## src/rtl/striping_sched.sv

```systemverilog
`default_nettype none
// ============================================================================
//  Module   : striping_sched
//  Purpose  : Two-lane striping scheduler. Deals source words strictly
//             alternately to lane 0 and lane 1, tracks per-lane credits for
//             the downstream FIFOs and back-pressures the source when the
//             pending lane has no credit.
//  Ports    : clk_2f, reset        - clock, synchronous active-high reset
//             valid_in, data_in     - source word stream
//             ready_out             - word can be taken this cycle
//             lane_data, push_0/1   - registered word and lane write strobes
//             pop_0/1               - credit return from lane FIFOs
//             credit_0/1            - current credit counts
//             lane_ptr              - lane that receives the next word
//             state                 - 0 IDLE, 1 RUN, 2 STALL
//             cred_err              - sticky credit-overflow flag
//  Revision : 1.0 - initial release
// ============================================================================
module striping_sched #(
   parameter int DATA_W = 32,
   parameter int DEPTH  = 4,
   parameter int CRED_W = 3
) (
   input  logic              clk_2f,
   input  logic              reset,
   input  logic              valid_in,
   input  logic [DATA_W-1:0] data_in,
   output logic              ready_out,
   output logic [DATA_W-1:0] lane_data,
   output logic              push_0,
   output logic              push_1,
   input  logic              pop_0,
   input  logic              pop_1,
   output logic [CRED_W-1:0] credit_0,
   output logic [CRED_W-1:0] credit_1,
   output logic              lane_ptr,
   output logic [1:0]        state,
   output logic              cred_err
);

   localparam logic [1:0]        c_st_idle   = 2'd0;
   localparam logic [1:0]        c_st_run    = 2'd1;
   localparam logic [1:0]        c_st_stall  = 2'd2;
   localparam logic [CRED_W-1:0] c_depth     = CRED_W'(DEPTH);
   localparam logic [CRED_W:0]   c_depth_ext = (CRED_W+1)'(DEPTH);

   logic              lane_ptr_q,  lane_ptr_d;
   logic [CRED_W-1:0] credit_0_q,  credit_0_d;
   logic [CRED_W-1:0] credit_1_q,  credit_1_d;
   logic [DATA_W-1:0] lane_data_q, lane_data_d;
   logic              push_0_q,    push_0_d;
   logic              push_1_q,    push_1_d;
   logic [1:0]        state_q,     state_d;
   logic              cred_err_q,  cred_err_d;

   logic              w_acc;
   logic              w_acc_0;
   logic              w_acc_1;
   logic [CRED_W:0]   w_sum_0;
   logic [CRED_W:0]   w_sum_1;

   // Only the pending lane's credit matters: strict ordering means the other
   // lane's credit can never let a word through.
   assign ready_out = !reset && (lane_ptr_q ? (credit_1_q != '0) : (credit_0_q != '0));
   assign w_acc     = valid_in && ready_out;
   assign w_acc_0   = w_acc && !lane_ptr_q;
   assign w_acc_1   = w_acc &&  lane_ptr_q;

   always_comb begin
      lane_ptr_d  = lane_ptr_q ^ w_acc;
      lane_data_d = w_acc ? data_in : lane_data_q;
      push_0_d    = w_acc_0;
      push_1_d    = w_acc_1;

      if (w_acc)
         state_d = c_st_run;
      else if (valid_in)
         state_d = c_st_stall;
      else
         state_d = c_st_idle;

      // One extra bit keeps the overflow visible; a decrement only happens
      // on a non-zero count, so the sum cannot wrap below zero.
      w_sum_0 = {1'b0, credit_0_q} + {{CRED_W{1'b0}}, pop_0} - {{CRED_W{1'b0}}, w_acc_0};
      w_sum_1 = {1'b0, credit_1_q} + {{CRED_W{1'b0}}, pop_1} - {{CRED_W{1'b0}}, w_acc_1};

      cred_err_d = cred_err_q;
      if (w_sum_0 > c_depth_ext) begin
         credit_0_d = c_depth;
         cred_err_d = 1'b1;
      end else begin
         credit_0_d = w_sum_0[CRED_W-1:0];
      end
      if (w_sum_1 > c_depth_ext) begin
         credit_1_d = c_depth;
         cred_err_d = 1'b1;
      end else begin
         credit_1_d = w_sum_1[CRED_W-1:0];
      end
   end

   // Reset overrides any accept or pop present in the same cycle, which also
   // cancels a push that would otherwise follow.
   always_ff @(posedge clk_2f) begin
      if (reset) begin
         lane_ptr_q  <= 1'b0;
         credit_0_q  <= c_depth;
         credit_1_q  <= c_depth;
         lane_data_q <= '0;
         push_0_q    <= 1'b0;
         push_1_q    <= 1'b0;
         state_q     <= c_st_idle;
         cred_err_q  <= 1'b0;
      end else begin
         lane_ptr_q  <= lane_ptr_d;
         credit_0_q  <= credit_0_d;
         credit_1_q  <= credit_1_d;
         lane_data_q <= lane_data_d;
         push_0_q    <= push_0_d;
         push_1_q    <= push_1_d;
         state_q     <= state_d;
         cred_err_q  <= cred_err_d;
      end
   end

   assign lane_data = lane_data_q;
   assign push_0    = push_0_q;
   assign push_1    = push_1_q;
   assign credit_0  = credit_0_q;
   assign credit_1  = credit_1_q;
   assign lane_ptr  = lane_ptr_q;
   assign state     = state_q;
   assign cred_err  = cred_err_q;

endmodule
`default_nettype wire

```

## config.mk

```make
export PLATFORM = sky130hd
export DESIGN_NAME = striping_sched
export DESIGN_NICKNAME = d
export VERILOG_FILES = /design/src/rtl/striping_sched.sv
export SDC_FILE = /design/constraint.sdc
export NUM_CORES = 1
export LEC_CHECK = 0
export BUFFER_PORTS_ARGS = -buffer_cell sky130_fd_sc_hd__buf_2
export CAP_MARGIN = 5
export CELL_PAD_IN_SITES_DETAIL_PLACEMENT = 0
export CELL_PAD_IN_SITES_GLOBAL_PLACEMENT = 1
export CORE_ASPECT_RATIO = 0.9
export CORE_MARGIN = 2
export CORE_UTILIZATION = 36
export CTS_CLUSTER_SIZE = 12
export DETAILED_ROUTE_END_ITERATION = 16
export HOLD_SLACK_MARGIN = 0.02
export PLACE_DENSITY = 0.83
export SETUP_SLACK_MARGIN = 0.5
export SYNTH_ARGS = -nofsm -noshare
export SYNTH_HDL_FRONTEND = slang
export SYNTH_SLANG_ARGS = --single-unit
```

## constraint.sdc

```tcl
create_clock -name clk_2f -period 5.1 [get_ports clk_2f]
set_clock_uncertainty 0.1 [all_clocks]
set_input_delay 1.53 -clock clk_2f [delete_from_list [all_inputs] [get_ports clk_2f]]
set_output_delay 1.53 -clock clk_2f [all_outputs]
set_load 0.005 [all_outputs]
```

==> results of run 1 <==
-- per-layer routing --
| metal | share of wire | routed length [um] | global-route usage | vias to the layer above |
|---|---|---|---|---|
| met5 | 0 | 0 | 0 | - |
| met1 | 0.48 | 1920 | 0.174 | 699 |
| met3 | 0.064 | 256 | 0.0314 | 2 |
| met2 | 0.45 | 1790 | 0.208 | 50 |
| met4 | 0.0085 | 34 | 0.0484 | 0 |
| li1 | - | - | - | 820 |
-- layout make-up --
class	instances	area [um2]
well taps	70	87.6
clock buffers	6	72.6
repair buffers	84	428
inverters	14	52.6
fillers	544	3060
multi-input cells	133	1040
flip-flops and latches	44	881
clock inverters	1	5.00
-- worst max-delay path, cell delays in order --
cell and delay [ns]:
buf_2 0.13, buf_4 0.24, nor3_1 0.28, buf_2 0.16
-- metrics by stage --
stage	std cells	cell area (um2)	setup WS, ns
after floorplan	201	2080	1.08
after global routing	352	2570	1.03
after detailed placement	345	2490	1.09
final	352	2570	1.11
after CTS	352	2570	1.09
after global placement	345	2490	1.14
-- cell families after synthesis --
| kind of cell | after synthesis | synth area share |
|---|---|---|
| compound gates | 30 | 0.122 |
| fa+ha+maj | 12 | 0.0796 |
| simple gates | 79 | 0.244 |
| xor+xnor | 4 | 0.0169 |
| mux | 8 | 0.0386 |
| flops | 44 | 0.424 |
| buf+inv | 24 | 0.0747 |
-- power groups by stage --
stage               combinational, W  sequential [W]  clock [W]
global placement            0.000317        0.000444          0
floorplan                   0.000226        0.000446          0
finish                      0.000322        0.000435   0.000200
CTS                         0.000329        0.000436   0.000215
global route                0.000373        0.000442   0.000226
detailed placement          0.000326        0.000444          0
-- flip-flops by register name, summed over array words and instances, names as in the netlist --
name,flops
cred_err,1
credit_0,3
credit_1,3
lane_data,32
lane_ptr,1
push_0,1
push_1,1
state,2
-- worst max path at each step --
| stage | endpoint | cells after the start |
|---|---|---|
| 6_report | ready_out | 4 |
| 5_1_grt | ready_out | 4 |
| 4_1_cts | ready_out | 4 |
| 3_5_place_dp | credit_1[0] | 12 |
| 3_3_place_gp | ready_out | 4 |
| 2_1_floorplan | credit_1[0] | 13 |
-- layout by cell type (no fill, tap or decap), types with 5 or more instances in the layout --
| cell | synthesis | final |
|---|---|---|
| o21ai_2 | 24 | 24 |
| nand2_2 | 24 | 24 |
| ha_1 | 10 | 10 |
| inv_1 | 14 | 14 |
| buf_2 | 1 | 81 |
| dfxtp_1 | 44 | 44 |
| nand2b_1 | 24 | 24 |
| clkbuf_8 | 0 | 5 |
| nor2_1 | 14 | 14 |
| mux2i_1 | 8 | 8 |
-- Yosys cell counts, types with 2 or more instances --
| cell | instances |
|---|---|
| a211oi_1 | 2 |
| buf_12 | 3 |
| buf_6 | 2 |
| clkbuf_1 | 4 |
| dfxtp_1 | 44 |
| fa_1 | 2 |
| ha_1 | 10 |
| inv_1 | 14 |
| mux2i_1 | 8 |
| nand2_2 | 24 |
| nand2b_1 | 24 |
| nor2_1 | 14 |
| nor2b_1 | 3 |
| nor3_1 | 4 |
| nor4b_4 | 2 |
| o21ai_2 | 24 |
| xnor2_1 | 2 |
| xor2_1 | 2 |
==> reports/results.ini, run 1 <==
[floorplan]
ios=82
die_w_um=84.0
die_area_um2=6390
start_util=0.369
core_area_um2=5630
fp.dieH_um=76.0
num_rows=26

[timing]
hold_viol=0
rsz0062_at_grt=false
period_needed_ns=3.99
fin_crit_sh=0.781
fmax_mhz=251
setup_tns_ns=0
worst_pin_slew_ns=0.506
drv_slew=0
slew_headroom=0.663
whs_ns=0.375
setup_viol=0

[worst_setup_path]
r2r_end=credit_1[0]
rr_worst_depth=12
critPathKind=in -> out
worstPathRequired_ns=3.47
worstSetupStartpointType=input port
crit_path_start=reset
endpoint_kind=output port
ff2ff_setup_slack_ns=2.16
rr_startpoint=lane_ptr
crit_fanout=43
arrival_ns=2.36

[grt]
grtUsageTotal=0.131
grt_overflow=0
grt_pass1_wl_um=6960
grt_max_degree=44
grt_pass1_vias=1550
antenna_found_initial=0

[clocking]
cts_tree=done
numCtsBuffers=5
htree_levels=2
clockRootBuffer=clkbuf_8
hold_buffers=0
clk_path_buf_depth=2
clock_latency_ns=0.28
cts_setup_buffers=0
cts.clk_slew.worst_paths_ns=0.07
cts_resized=0
clock_sinks=44

[power_and_ir_drop]
finalPower_w=0.000957
power.leakage_nw=1.21
power.switching_w=0.000319
p_seq_frac=0.454
internal_power_w=0.000638
p_per_area_nw_per_um2=373
irDropWorstVdd_v=0.000131
p_clk_frac=0.209
netSwitchingFraction=0.333
comb_power_share=0.337

[layout]
final_nets=331
final_util=0.456
layout-drive-gt1-share=0.504
diodes=0
area_growth_pct=23.6

[yosys]
synth_nets=250
synthFlopType=dfxtp_1
yosysSeqAreaShare=0.424
yosys-top-cells-area=dfxtp_1, o21ai_2, nand2_2
ys_types=31
ys_ff_latch=44
synthCells=201
synth_area_um2=2080
yosys.area.top_type_share=0.424
synth_warnings=0
avgSynthCellArea_um2=10.3
async_reset_ff_frac=0
yosys.area.top_type=dfxtp_1
synth_edf_count=0

[drt]
drt_pass1_iterations=4
drc=0
avgRoutedWirePerCell_um=11.4
vias=1571
final_antenna_net_count=0
drt_iter0_markers=57
wl_um=4000
via_per_inst=4.46

[placed_design]
gp_congestion=0.787
hpwl_um=2990
io_buffers=81

[min_path]
holdPathStages=2
hold_end=lane_data[14]
hold_class=reg -> reg
hp-start=lane_data[14]

[job]
cap_violations=0

[run_status]
status=completed

Power figures use the tool's default switching activity.
==> run 2, diff against run 1 <==
- CORE_UTILIZATION: 36 -> 32
- PLACE_DENSITY: 0.83 -> 0.79
- clock period: 5.1 -> 3.4 ns (I/O delays scaled with it)
==> run 2 against run 1 <==
Effect of this change: die area rose by 12%; critical path depth rose by 9; register-to-register slack got worse by 1.7 ns; clock power rose by 68%; global-route usage fell by 0.92 points; sequential share of layout area fell by 3.4 points; cell count rose by 8.2%; first-iteration DRC count fell by 74%; non-clock buffer count rose by 11; critical endpoint is now cred_err.
==> reports/results.ini, run 2 (same netlist as run 1, synthesis figures left out) <==
[power_and_ir_drop]
p_seq_frac=0.387  ; -0.067
internal_power_w=0.00112  ; +75%
comb_power_share=0.414  ; +0.077
irDropWorstVdd_v=0.000366  ; +180%
p_per_area_nw_per_um2=593  ; +59%
power.leakage_nw=1.28  ; +6.3%
p_clk_frac=0.199  ; -0.010
power.switching_w=0.000569  ; +78%
finalPower_w=0.00169  ; +76%
netSwitchingFraction=0.337  ; +0.00415

[grt]
grt_max_degree=44  ; unchanged
grt_pass1_wl_um=6760  ; -2.9%
grtUsageTotal=0.122  ; -0.00918
antenna_found_initial=0  ; unchanged
grt_pass1_vias=1498  ; -3.4%
grt_overflow=0  ; unchanged

[placed_design]
gp_congestion=0.763  ; -3.0%
post-place-ws_ns=-0.0194  ; -1.11 ns
hpwl_um=2970  ; -0.62%
io_buffers=81  ; unchanged
placed_cells=363  ; +5.2%

[clocking]
cts.clk_slew.worst_paths_ns=0.08  ; about the same
htree_levels=2  ; unchanged
cts_tree=done
clock_sinks=44  ; unchanged
clock_latency_ns=0.29  ; about the same
clockRootBuffer=clkbuf_8
hold_buffers=0  ; unchanged
numCtsBuffers=5  ; unchanged
clk_path_buf_depth=2  ; unchanged

[floorplan]
fp.dieH_um=80.4  ; +5.7%
ios=82  ; unchanged
core_area_um2=6180  ; +9.8%
die_w_um=88.9  ; +5.8%
die_area_um2=7150  ; +12%
start_util=0.336  ; -0.0331
num_rows=27  ; +3.8%

[layout]
area_growth_pct=37.1
diodes=0  ; unchanged
num-fill-cells=628  ; +15%
final_cells=381  ; +8.2%
mostFrequentLayoutCells=buf_2, dfxtp_1, nand2b_1, nand2_2, o21ai_2
final_common_cell=buf_2
layout-drive-gt1-share=0.595  ; +0.0917
final_nets=342  ; +3.3%
largest_reg_flops=32  ; unchanged

[job]
cap_violations=0  ; unchanged

[timing]
whs_ns=0.374  ; -0.000975 ns
rsz0062_at_grt=true
fmax_mhz=333
hold_viol=0  ; unchanged
drv_slew=0  ; unchanged
period_needed_ns=3.00
worst_pin_slew_ns=0.616  ; +0.111 ns
slew_headroom=0.589  ; -0.0737
setup_tns_ns=0  ; unchanged
setup_viol=0  ; unchanged
setup_ws_ns=0.397  ; -0.717 ns
fin_crit_sh=0.883

[drt]
drc=0  ; unchanged
wl_um=4270  ; +6.8%
drt_iter0_markers=15  ; -74%
final_antenna_net_count=0  ; unchanged
vias=1621  ; +3.2%
via_per_inst=4.25  ; -4.7%
avgRoutedWirePerCell_um=11.2  ; -1.3%
drt_pass1_iterations=4  ; unchanged

[worst_setup_path]
worstSetupStartpointType=input port
critPathKind=in -> reg
endpoint_kind=flip-flop
crit_path_start=reset
rr_startpoint=lane_ptr
worstPathRequired_ns=3.47  ; about the same
r2r_end=cred_err
cp-endpoint=cred_err
ff2ff_setup_slack_ns=0.50  ; -1.66 ns
crit_fanout=3  ; -93%
rr_worst_depth=13  ; +1
arrival_ns=3.07  ; +0.71 ns

[run_status]
status=completed

[min_path]
hold_class=reg -> reg

==> run 2: changes by cell type in the layout (fill, tap and decap cells not counted), moves of 3 or more <==
cell	before	now
buf_4	3	14
ha_1	10	4
ha_4	0	6
inv_1	14	10
nor3_1	4	1
nor3_2	0	3
==> run 2: layer usage <==
layer / global-route usage / vias to the layer above / wire [um]
li1: - / 840 / -
met1: 0.145 / 728 / 1890
met2: 0.202 / 49 / 2020
met3: 0.0411 / 4 / 323
met4: 0.0455 / 0 / 34
met5: 0 / - / 0
==> run 2: per-stage QoR <==
step                       util  instance area (um2)
after floorplan               -                 2170
after global placement    0.423                 2620
after detailed placement  0.423                 2620
after CTS                 0.452                 2800
after global routing      0.460                 2850
final                     0.460                 2850
==> run 2: power groups by stage <==
| stage | sequential (W) | clock [W] | combinational (W) |
|---|---|---|---|
| after floorplan | 0.000670 | 0 | 0.000406 |
| final | 0.000654 | 0.000335 | 0.000698 |
| after detailed placement | 0.000667 | 0 | 0.000561 |
| after CTS | 0.000655 | 0.000357 | 0.000657 |
| after global routing | 0.000665 | 0.000376 | 0.000775 |
| after global placement | 0.000667 | 0 | 0.000549 |
==> run 2: worst min-delay path by stage <==
stage / to / depth (start not counted) / startpoint / slack (ns)
CTS: lane_data[8] / 2 / lane_data[8] / 0.38
global placement: lane_data[9] / 2 / lane_data[9] / 0.36
floorplan: lane_data[28] / 2 / lane_data[28] / 0.37
detailed placement: lane_data[8] / 2 / lane_data[8] / 0.36
finish: lane_data[2] / 2 / lane_data[2] / 0.37
global route: lane_data[13] / 2 / lane_data[13] / 0.38
==> run 2: final cells by class <==
class                      count  area, um2  share of cell area
sequential                    44        881               0.309
multi-input combinational    133       1190               0.419
tap                           87        109              0.0382
timing repair buffer          95        517               0.182
inverter                      14       57.6              0.0202
clock buffer                   8       90.1              0.0316
==> run 2: critical path, stage by stage <==
cell	delay, ns
buf_6	0.10
nor4b_4	0.23
buf_4	0.18
ha_4	0.14
ha_4	0.20
inv_4	0.05
ha_4	0.13
inv_2	0.04
fa_2	0.54
nor2b_4	0.16
o32ai_4	0.09
nor2_1	0.12
a31oi_1	0.09
==> run 2: repair_timing <==
| item | in CTS | in global routing |
|---|---|---|
| pin swaps | 14 | 13 |
| setup endpoints to repair | 7 | 7 |
| buffers inserted | 5 | 5 |
| gates resized for setup | 10 | 4 |
